--- config.mk ---
export PLATFORM = sky130hd
export DESIGN_NAME = key_debouncer
export DESIGN_NICKNAME = d
export VERILOG_FILES = /design/src/rtl/key_debouncer.sv
export SDC_FILE = /design/constraint.sdc
export NUM_CORES = 1
export LEC_CHECK = 0
export CORE_MARGIN = 10
export CORE_UTILIZATION = 30
export CTS_BUF_LIST = sky130_fd_sc_hd__clkbuf_4 sky130_fd_sc_hd__clkbuf_8
export CTS_CLUSTER_SIZE = 25
export DETAILED_ROUTE_END_ITERATION = 6
export HOLD_SLACK_MARGIN = 0.12
export SLEW_MARGIN = 20
export SYNTH_ARGS = -nofsm -noshare
export SYNTH_HDL_FRONTEND = slang
export SYNTH_SLANG_ARGS = --single-unit
--- constraint.sdc ---
create_clock -name clk -period 3.8 [get_ports clk]
set_input_delay 0.76 -clock clk [delete_from_list [all_inputs] [get_ports clk]]
set_output_delay 0.76 -clock clk [all_outputs]
set_load 0.005 [all_outputs]
--- src/rtl/key_debouncer.sv ---
// key_debouncer
//
// Conditions raw pushbutton pins for the music player's user interface.
// Each key is synchronised, debounced, and turned into a clean level plus
// single-cycle press, release and auto-repeat event pulses.
//
// Ports:
//   clk          system clock, all logic on the rising edge
//   reset        synchronous, active-high reset
//   key_in       raw pin levels, asynchronous to clk
//   key_state    debounced level per key, 1 = pressed
//   key_press    1-cycle pulse when a press is accepted
//   key_release  1-cycle pulse when a release is accepted
//   key_repeat   1-cycle pulse per auto-repeat tick while a key is held
module key_debouncer #(
    parameter int N_KEYS          = 4,
    parameter bit ACTIVE_LOW      = 1'b1,
    parameter int DEBOUNCE_CYCLES = 500000,
    parameter int HOLD_CYCLES     = 25000000,
    parameter int REPEAT_CYCLES   = 5000000,
    parameter bit REPEAT_EN       = 1'b1
) (
    input  logic              clk,
    input  logic              reset,
    input  logic [N_KEYS-1:0] key_in,
    output logic [N_KEYS-1:0] key_state,
    output logic [N_KEYS-1:0] key_press,
    output logic [N_KEYS-1:0] key_release,
    output logic [N_KEYS-1:0] key_repeat
);

    typedef enum logic [1:0] {
        RELEASED,
        PRESS_WAIT,
        HELD,
        RELEASE_WAIT
    } state_t;

    // When REPEAT_CYCLES exceeds HOLD_CYCLES the reload value
    // HOLD_CYCLES-REPEAT_CYCLES would be negative, so the hold counter is
    // offset by this bias to keep it unsigned without ever wrapping.
    localparam int HOLD_BIAS  = (REPEAT_CYCLES > HOLD_CYCLES) ? (REPEAT_CYCLES - HOLD_CYCLES) : 0;
    localparam int MAX_CYCLES = (DEBOUNCE_CYCLES > HOLD_CYCLES + HOLD_BIAS) ?
                                DEBOUNCE_CYCLES : (HOLD_CYCLES + HOLD_BIAS);
    localparam int CW         = $clog2(MAX_CYCLES + 1);

    localparam logic [CW-1:0] ONE         = CW'(1);
    localparam logic [CW-1:0] DCNT_LAST   = CW'(DEBOUNCE_CYCLES - 1);
    localparam logic [CW-1:0] HCNT_START  = CW'(HOLD_BIAS);
    localparam logic [CW-1:0] HCNT_FIRE   = CW'(HOLD_CYCLES + HOLD_BIAS);
    localparam logic [CW-1:0] HCNT_RELOAD = CW'(HOLD_CYCLES - REPEAT_CYCLES + HOLD_BIAS);

    logic [N_KEYS-1:0] sync1;
    logic [N_KEYS-1:0] sync2;
    logic [N_KEYS-1:0] pressed;

    // Two-flop synchroniser; both stages come out of reset at the released
    // pin level so no phantom press is seen after reset.
    always_ff @(posedge clk) begin
        if (reset) begin
            sync1 <= {N_KEYS{ACTIVE_LOW}};
            sync2 <= {N_KEYS{ACTIVE_LOW}};
        end else begin
            sync1 <= key_in;
            sync2 <= sync1;
        end
    end

    assign pressed = sync2 ^ {N_KEYS{ACTIVE_LOW}};

    for (genvar k = 0; k < N_KEYS; k++) begin : g_key
        state_t        state;
        state_t        state_nxt;
        logic [CW-1:0] dcnt;
        logic [CW-1:0] dcnt_nxt;
        logic [CW-1:0] hcnt;
        logic [CW-1:0] hcnt_nxt;
        logic          level_q;
        logic          level_nxt;
        logic          press_q;
        logic          press_nxt;
        logic          release_q;
        logic          release_nxt;
        logic          repeat_q;
        logic          repeat_nxt;
        logic          p;

        assign p = pressed[k];

        // State, counters and all outputs are registered together so every
        // output changes on the same edge as the transition that caused it.
        always_ff @(posedge clk) begin
            if (reset) begin
                state     <= RELEASED;
                dcnt      <= '0;
                hcnt      <= '0;
                level_q   <= 1'b0;
                press_q   <= 1'b0;
                release_q <= 1'b0;
                repeat_q  <= 1'b0;
            end else begin
                state     <= state_nxt;
                dcnt      <= dcnt_nxt;
                hcnt      <= hcnt_nxt;
                level_q   <= level_nxt;
                press_q   <= press_nxt;
                release_q <= release_nxt;
                repeat_q  <= repeat_nxt;
            end
        end

        // Debounce / hold FSM. Any opposite-level sample during a WAIT state
        // aborts the change, so a new attempt always needs a full run.
        always_comb begin
            state_nxt   = state;
            dcnt_nxt    = dcnt;
            hcnt_nxt    = hcnt;
            level_nxt   = level_q;
            press_nxt   = 1'b0;
            release_nxt = 1'b0;
            repeat_nxt  = 1'b0;
            case (state)
                RELEASED: begin
                    if (p) begin
                        state_nxt = PRESS_WAIT;
                        dcnt_nxt  = ONE;
                    end
                end
                PRESS_WAIT: begin
                    if (!p) begin
                        state_nxt = RELEASED;
                    end else if (dcnt == DCNT_LAST) begin
                        state_nxt = HELD;
                        level_nxt = 1'b1;
                        press_nxt = 1'b1;
                        hcnt_nxt  = HCNT_START;
                    end else begin
                        dcnt_nxt = dcnt + ONE;
                    end
                end
                HELD: begin
                    // With repeat disabled the counter saturates at the fire
                    // value; with it enabled the reload keeps it below.
                    if (!p) begin
                        state_nxt = RELEASE_WAIT;
                        dcnt_nxt  = ONE;
                    end else if (hcnt != HCNT_FIRE) begin
                        hcnt_nxt = hcnt + ONE;
                        if (REPEAT_EN && (hcnt_nxt == HCNT_FIRE)) begin
                            repeat_nxt = 1'b1;
                            hcnt_nxt   = HCNT_RELOAD;
                        end
                    end
                end
                RELEASE_WAIT: begin
                    if (p) begin
                        state_nxt = HELD;
                        hcnt_nxt  = HCNT_START;
                    end else if (dcnt == DCNT_LAST) begin
                        state_nxt   = RELEASED;
                        level_nxt   = 1'b0;
                        release_nxt = 1'b1;
                    end else begin
                        dcnt_nxt = dcnt + ONE;
                    end
                end
                default: begin
                    state_nxt = RELEASED;
                end
            endcase
        end

        assign key_state[k]   = level_q;
        assign key_press[k]   = press_q;
        assign key_release[k] = release_q;
        assign key_repeat[k]  = repeat_q;
    end

endmodule
==> impl_metrics.tcl, run 1 <==
set metrics [dict create \
    maxSlewHeadroom_pct 35.2 \
    core_um2 41900 \
    grt_pass1_vias 10900 \
    routabilityCongestion 0.922 \
    overflow 0 \
    dr.first_iter.drc_count 839 \
    finClkSkew_ps 20.2 \
    io_buffers 21 \
    synth.distinct_cells 71 \
    critPathLaunchType "register" \
    path_clk_slew_ps 60 \
    post-cts-setup-buffers 0 \
    clk_path_buf_depth 3 \
    combPwrFrac_pct 2.0 \
    p_switching_w 0.00112 \
    vias_per_cell 5.32 \
    drv_cap 0 \
    layout_commonest_cell "dfxtp_1" \
    setup_ws_ps 286 \
    synth-edff-count 0 \
    die_h_um 226 \
    outcome "complete, no violations" \
    p_per_area_nw_per_um2 363 \
    cts_tree "done" \
    start_util_pct 30.3 \
    crit_type "register to register" \
    vias 11700 \
    syn-cell-area_um2 12700 \
    p_int_w 0.00403 \
    hold_class "register to register" \
    max_slew.worst_pin.slew_ps 968 \
    synth_top_area_share_pct 36.6 \
    final_cells 2192 \
    grt_pass1_wl_um 53500 \
    postSynth.asyncResetShare_pct 0 \
    place_ws_ps 213 \
    ir_drop_mv 0.164 \
    synth_nets 1661 \
    antenna_found_initial 0 \
    diodes 0 \
    clkSinkCount 232 \
    cp.arrival_ps 3970 \
    critPathRequiredTime_ps 4250 \
    cts-root-buf "clkbuf_8" \
    cp_max_fo 12 \
    seqPwrFrac_pct 47.6 \
    leakage_nw 4.60 \
    track_usage_pct 12.2 \
    io_pins 22 \
    place_hpwl_um 21500 \
    yosys_warnings 0 \
    netlist_instances 1643 \
    endpoint_kind "register" \
    numCtsBuffers 43 \
    final_nets 1641 \
    ys_ff_latch 232 \
    hold_violations 0 \
    wl_um 31300 \
    final_cell_mix "dfxtp_1 (232), nor2_1 (202), nand2_1 (167)" \
    synth_top_flop_cell "dfxtp_1" \
    swShare_pct 21.8 \
    dpl_cell_area_um2 13300 \
    power.share.clock_pct 50.3 \
    detail_route.wl_per_cell_um 14.3 \
    area_delta_synth_final_pct 12.1 \
    maxSlewViolCount 0 \
    min_period_ps 3510 \
    grt_max_degree 59 \
    dp_cells 2117 \
    die_area_um2 50900 \
    die_x_um 226 \
    ys_top_cells_by_area "dfxtp_1 (37%), nor2_1 (6.0%), xor2_1 (5.2%)" \
    seq_area_frac_synth_pct 36.6 \
    htreeDepth 2 \
    rsz0062_at_grt "false" \
    max_freq_mhz 285 \
    fp-row-count 75 \
    drive_gt1_share_pct 7.92 \
    fin_area_um2 14200 \
    tns_ps 0 \
    clk_latency_ps 550 \
    first_pass_iters 5 \
    setup_violations 0 \
    final_antenna_net_count 0 \
    route.detailed.drc 0 \
    netlist.top_cell.by_area "dfxtp_1" \
    period_share_pct 92.5 \
    post_synth.cell_area_avg_um2 7.72 \
]
[worst max-delay path: stages (launching register included)]
cell       delay (ps)
dfxtp_1           390
ha_1              280
nand4_2           210
or4_1             690
or3_1             430
a221o_1           370
a2111oi_4         300
nand2b_1          490
a21oi_1            90
a21o_1            170
[sequential cells by signal (all words and copies together) (netlist names), named ones only]
register / cells
g_key.dcnt: 100
g_key.hcnt: 100
g_key.level_q: 4
g_key.press_q: 4
g_key.release_q: 4
g_key.repeat_q: 4
g_key.state: 4
sync1: 4
sync2: 4
[per-stage QoR]
stage | total power [W] | hold slack (ps) | util (%)
final | 0.00516 | 418 | 34.0
after global routing | 0.00539 | 444 | 34.0
after CTS | 0.00527 | 419 | 33.9
after detailed placement | 0.00262 | 411 | 31.7
after global placement | 0.00262 | 400 | 31.7
after floorplan | 0.00257 | 389 | -
[layer usage]
metal	track usage (%)	routed length, um	part of all wire (%)
met4	3.55	520	1.7
met5	0	0	0
met1	16.5	15100	48
met3	2.31	1750	5.6
met2	19.4	13900	45
[final timing paths]
| path | endpoint | depth (start not counted) | slack (ps) | startpoint |
|---|---|---|---|---|
| max | g_key[3].hcnt[15]$_SDFFE_PP0P_ | 9 | 290 | g_key[3].hcnt[0]$_SDFFE_PP0P_ |
| min | sync2[3]$_SDFF_PP1_ | 1 | 420 | sync1[3]$_SDFF_PP1_ |
| max reg2reg | g_key[3].hcnt[15]$_SDFFE_PP0P_ | 9 | 290 | g_key[3].hcnt[0]$_SDFFE_PP0P_ |
| min reg2reg | sync2[3]$_SDFF_PP1_ | 1 | 420 | sync1[3]$_SDFF_PP1_ |
[what timing repair did]
item | 4_1_cts | 5_1_grt
hold buffers | 0 | 0
gates resized for setup | 0 | 2
setup endpoints to repair | 0 | 7
[power groups by stage]
| stage | combinational, W | clock, W | sequential [W] |
|---|---|---|---|
| 5_1_grt | 0.000118 | 0.00282 | 0.00246 |
| 3_3_place_gp | 0.000106 | 0 | 0.00251 |
| 3_5_place_dp | 0.000107 | 0 | 0.00251 |
| 6_report | 0.000106 | 0.00260 | 0.00246 |
| 2_1_floorplan | 0.0000705 | 0 | 0.00250 |
| 4_1_cts | 0.000107 | 0.00270 | 0.00246 |
[cell type report]
| type | count | area [um^2] |
|---|---|---|
| clock buffers | 71 | 902 |
| clock inverters | 4 | 45.0 |
| fillers | 4400 | 27600 |
| inverters | 44 | 165 |
| multi-input cells | 1255 | 7360 |
| flip-flops and latches | 232 | 4640 |
| well taps | 539 | 674 |
| repair buffers | 47 | 415 |
[Yosys cell counts (18+ instances only)]
cell type,number
or3_1,44
a21oi_1,80
dfxtp_1,232
nand4_1,65
nor4_1,34
nor3_1,49
buf_4,19
xnor2_1,52
nand2_1,167
xor2_1,75
and3_1,40
or4_1,18
buf_2,18
inv_1,43
nor2_1,202
clkbuf_1,69
nand3_1,99
o21ai_0,90
[kinds of logic (layout without fill, tap and decap cells)]
group | Yosys count | count (layout) | synth area share (%)
DFF | 232 | 232 | 36.6
AOI/OAI and AO/OA | 287 | 287 | 14.2
muxes | 7 | 7 | 0.592
buffers and inverters | 156 | 166 | 5.45
adders and majority gates | 12 | 12 | 1.18
and+or+nand+nor | 822 | 822 | 33.2
xor gates and xnor gates | 127 | 127 | 8.77
(Power assumes the default switching activity.)
==> run 2, diff against run 1 <==
- CORE_UTILIZATION: 30 -> 42
- MAX_ROUTING_LAYER: default -> met4
==> run 2 against run 1 <==
  * Cell count is 6.4% lower
  * Sequential cell count unchanged
  * Largest cell class unchanged
  * Design area is 1.2% lower
  * Non-clock buffer count rose by 5
  * Utilization is 13 points higher
  * Largest power group unchanged
  * Clock skew decreased by 1.7 ps
  * Combinational power barely moved
  * Clock-buffer cell count is 7 lower
  * Worst setup slack got worse by 36 ps
  * Via count shrank 1.8%
  * Clock power about the same
==> impl_metrics.tcl, run 2 (synthesis results as in run 1) <==
set metrics [dict create \
    final_cell_mix "dfxtp_1 (232), nor2_1 (202), nand2_1 (167)" \
    grt_max_degree 39 \
    max_freq_mhz 282 \
    start_util_pct 42.7 \
    dp_cells 1973 \
    ir_drop_mv 0.266 \
    multiInputGateArea_um2 7360 \
    dpl_cell_area_um2 13100 \
    worst_hold_startpoint "sync1[3]$_SDFF_PP1_" \
    final_cells 2051 \
    crit_type "register to register" \
    min_period_ps 3550 \
    clk_latency_ps 550 \
    reg2reg_depth 9 \
    clkSinkCount 232 \
    seqCellArea_um2 4640 \
    fp-row-count 63 \
    outcome "complete, no violations" \
    nFillCells 2984 \
    fin_area_um2 14000 \
    period_share_pct 93.4 \
    io_buffers 21 \
    layout_commonest_cell "dfxtp_1" \
    leakage_nw 4.62 \
    reg_top3 "g_key.dcnt: 100 flops, g_key.hcnt: 100 flops" \
    cts_tree "done" \
    numCtsBuffers 44 \
    place_hpwl_um 21400 \
    final_nets 1647 \
    rsz0062_at_grt "false" \
    die_x_um 194 \
    core_um2 29700 \
    wl_um 30900 \
    cp_max_fo 12 \
    hold_class "register to register" \
    power.share.clock_pct 50.2 \
    max_slew.worst_pin.slew_ps 974 \
    maxSlewViolCount 0 \
    drv_cap 0 \
    first_pass_iters 5 \
    hold_violations 0 \
    rr_startpoint "g_key[3].hcnt[0]$_SDFFE_PP0P_" \
    maxSlewHeadroom_pct 34.9 \
    setup_violations 0 \
    cp.arrival_ps 4000 \
    dr.first_iter.drc_count 838 \
    combPwrFrac_pct 2.0 \
    tns_ps 0 \
    p_per_area_nw_per_um2 366 \
    routabilityCongestion 0.940 \
    critPathLaunchType "register" \
    final_antenna_net_count 0 \
    vias_per_cell 5.59 \
    area_delta_synth_final_pct 10.8 \
    cts-root-buf "clkbuf_8" \
    critPathRequiredTime_ps 4250 \
    detail_route.wl_per_cell_um 15.0 \
    vias 11500 \
    antenna_found_initial 0 \
    htreeDepth 2 \
    finClkSkew_ps 18.4 \
    p_switching_w 0.00116 \
    swShare_pct 22.6 \
    p_int_w 0.00398 \
    seqPwrFrac_pct 47.7 \
    track_usage_pct 16.2 \
    path_clk_slew_ps 60 \
    post-cts-setup-buffers 0 \
    overflow 0 \
    diodes 0 \
    endpoint_kind "register" \
    die_area_um2 37500 \
    crit_start "g_key[3].hcnt[0]$_SDFFE_PP0P_" \
    drive_gt1_share_pct 8.43 \
    postCtsHoldBufs 0 \
    holdPathStages 1 \
    die_h_um 194 \
    grt_pass1_vias 10600 \
    clk_path_buf_depth 3 \
    grt_pass1_wl_um 52500 \
    io_pins 22 \
    route.detailed.drc 0 \
]
==> run 2: cell types whose count changed in the layout (fill, tap and decap cells not counted), sizes merged <==
| cell | delta |
|---|---|
| bufinv | +1 |
| buf | +5 |
| clkinvlp | +2 |
| clkbuf | -7 |
| clkinv | +7 |
==> run 2: critical path: stages, from the launching register on <==
cell and delay (ps):
dfxtp_1 390, ha_1 300, nand4_2 210, or4_1 690
or3_1 430, a221o_1 380, a2111oi_4 460, nand2b_2 360
a21oi_1 70, a21o_1 160
==> run 2: layer usage <==
layer / vias to the layer above / GRT usage [%] / share of wire (%)
met5: - / - / 0
met4: 0 / 4.35 / 1.8
met3: 42 / 3.08 / 5.2
met2: 255 / 24.2 / 43
met1: 5338 / 21.9 / 50
li1: 5831 / - / -
==> run 2: final timing paths <==
kind | endpoint | slack (ps)
worst min-delay path | sync2[3]$_SDFF_PP1_ | 400
worst max register to register | g_key[3].hcnt[15]$_SDFFE_PP0P_ | 250
worst max-delay path | g_key[3].hcnt[15]$_SDFFE_PP0P_ | 250
worst min register to register | sync2[3]$_SDFF_PP1_ | 400
==> run 2: stage by stage <==
stage	power [W]	util [%]	worst slack [ps]	hold slack (ps)
global placement	0.00261	44.0	288	397
floorplan	0.00257	-	704	389
detailed placement	0.00261	44.1	218	406
CTS	0.00523	47.2	192	413
finish	0.00515	47.3	250	404
global route	0.00537	47.3	40.7	425
==> run 2: final cells by class <==
type,count,share of cell area (%)
Clock inverter,14,0.971
Timing Repair Buffer,52,3.14
Tap cell,390,3.47
Sequential cell,232,33.1
Clock buffer,64,5.74
Multi-Input combinational cell,1255,52.4
Inverter,44,1.18
==> run 2: power by group through the flow <==
stage	clock [W]	sequential, W	combinational, W
6_report	0.00259	0.00246	0.000103
5_1_grt	0.00280	0.00246	0.000115
4_1_cts	0.00267	0.00246	0.000106
3_5_place_dp	0	0.00251	0.000106
3_3_place_gp	0	0.00251	0.000105
2_1_floorplan	0	0.00250	0.0000705
==> run 2: what timing repair did <==
item,CTS,global route
endpoints found under the setup margin,0,12
endpoints found under the hold margin,0,0
gates resized for setup,0,2
==> run 3, diff against run 2 <==
- CORE_MARGIN: 10 -> 1.5
==> run 3 against run 2 <==
  * Wire length fell by 2.5%
  * Clock power decreased by 5%
  * Via count up 0.13%
  * Die area decreased by 17%
  * Critical path type unchanged
==> impl_metrics.tcl, run 3 (synthesis results as in run 1) <==
set metrics [dict create \
    rsz0062_at_grt "false" \
    postCtsResizedCells 0 \
    fin_area_um2 14000 \
    maxSlewViolCount 0 \
    grt_max_degree 37 \
    cp.arrival_ps 4000 \
    crit_type "register to register" \
    endpoint_kind "register" \
    die_area_um2 31200 \
    route.detailed.drc 0 \
    die_h_um 177 \
    dr.first_iter.drc_count 840 \
    vias 11500 \
    hold_class "register to register" \
    path_delay_family "simple AND/OR/NAND/NOR gates" \
    place_ws_ps 267 \
    htreeDepth 2 \
    diodes 0 \
    cp.depth 9 \
    max_freq_mhz 280 \
    cts-root-buf "clkbuf_8" \
    critPathRequiredTime_ps 4220 \
    nFillCells 2900 \
    path_buf_inv 0 \
    p_per_area_nw_per_um2 360 \
    ir_drop_mv 0.261 \
    clk_latency_ps 560 \
    io_pins 22 \
    post-cts-setup-buffers 0 \
    grt_pass1_wl_um 51700 \
    cp_max_fo 12 \
    outcome "complete, no violations" \
    drv_cap 0 \
    start_util_pct 42.7 \
    rr_startpoint "g_key[3].hcnt[0]$_SDFFE_PP0P_" \
    final_nets 1641 \
    worst_hold_startpoint "sync1[0]$_SDFF_PP1_" \
    clkSinkCount 232 \
    hold_violations 0 \
    worst_path_max_delay_cell "or4_1" \
    min_period_ps 3580 \
    max_slew.worst_pin.slew_ps 1040 \
    clk_path_buf_depth 3 \
    routabilityCongestion 0.911 \
    die_x_um 177 \
    layout_commonest_cell "dfxtp_1" \
    cpPeakStageDelay_ps 700 \
    crit_start "g_key[3].hcnt[0]$_SDFFE_PP0P_" \
    grt_pass1_vias 10600 \
    tns_ps 0 \
    reg_top3 "g_key.dcnt: 100 flops, g_key.hcnt: 100 flops" \
    path_cells "ha_1, nand4_2, or4_1, or3_1, a221o_1, a2111oi_4, nand2b_1, or3_1, o21ai_0" \
    crit_top_cell "or3_1" \
    detail_route.wl_per_cell_um 14.7 \
    drive_gt1_share_pct 7.81 \
    reg2reg_depth 9 \
    setup_ws_ps 223 \
    finClkSkew_ps 29.1 \
    path_clk_slew_ps 60 \
    track_usage_pct 20.2 \
    postCtsHoldBufs 0 \
    wl_um 30100 \
    holdPathStages 1 \
    final_cell_mix "dfxtp_1 (232), nor2_1 (202), nand2_1 (167)" \
    numCtsBuffers 42 \
    cts_tree "done" \
    place_hpwl_um 20700 \
    maxSlewHeadroom_pct 29.9 \
    dpl_cell_area_um2 13100 \
    area_delta_synth_final_pct 10.1 \
    fp-row-count 63 \
    io_buffers 21 \
    period_share_pct 94.1 \
    antenna_found_initial 0 \
    critPathLaunchType "register" \
    setup_violations 0 \
    vias_per_cell 5.62 \
    core_um2 29700 \
    leakage_nw 4.58 \
    overflow 0 \
    final_antenna_net_count 0 \
    first_pass_iters 6 \
]
[run 3: report_power, final]
part | switching (W) | internal, W
clock network | 0.00105 | 0.00141
logic | 0.0000703 | 0.0000330
registers | 0.0000121 | 0.00244
total | 0.00113 | 0.00389
[run 3: final cells by class]
| type | instances | area, um^2 | area share, % |
|---|---|---|---|
| clock buffer | 65 | 838 | 6.01 |
| tap | 390 | 488 | 3.50 |
| sequential | 232 | 4640 | 33.3 |
| clock inverter | 8 | 58.8 | 0.421 |
| inverter | 44 | 165 | 1.18 |
| timing repair buffer | 48 | 410 | 2.94 |
| multi-input combinational | 1255 | 7350 | 52.7 |
[run 3: routing by layer]
layer | share of wire, % | vias up | track usage (%) | routed length (um)
li1 | - | 5818 | - | -
met1 | 49 | 5335 | 27.6 | 14600
met2 | 44 | 265 | 30.7 | 13200
met3 | 5.4 | 63 | 3.20 | 1640
met4 | 2.2 | 0 | 6.18 | 663
met5 | 0 | - | - | 0
[run 3: final timing paths]
check | end | slack, ps
worst max-delay path | g_key[3].hcnt[4]$_SDFFE_PP0P_ | 220
worst min-delay path | sync2[0]$_SDFF_PP1_ | 410
worst max register to register | g_key[3].hcnt[4]$_SDFFE_PP0P_ | 220
worst min register to register | sync2[0]$_SDFF_PP1_ | 410
[run 3: per-stage QoR]
stage	instances	hold slack (ps)	total power (W)	utilization, %
6_report	2042	405	0.00502	47.0
3_5_place_dp	1969	398	0.00261	43.9
4_1_cts	2042	409	0.00512	47.0
3_3_place_gp	1969	398	0.00261	43.9
5_1_grt	2042	425	0.00523	47.0
2_1_floorplan	1643	389	0.00257	-
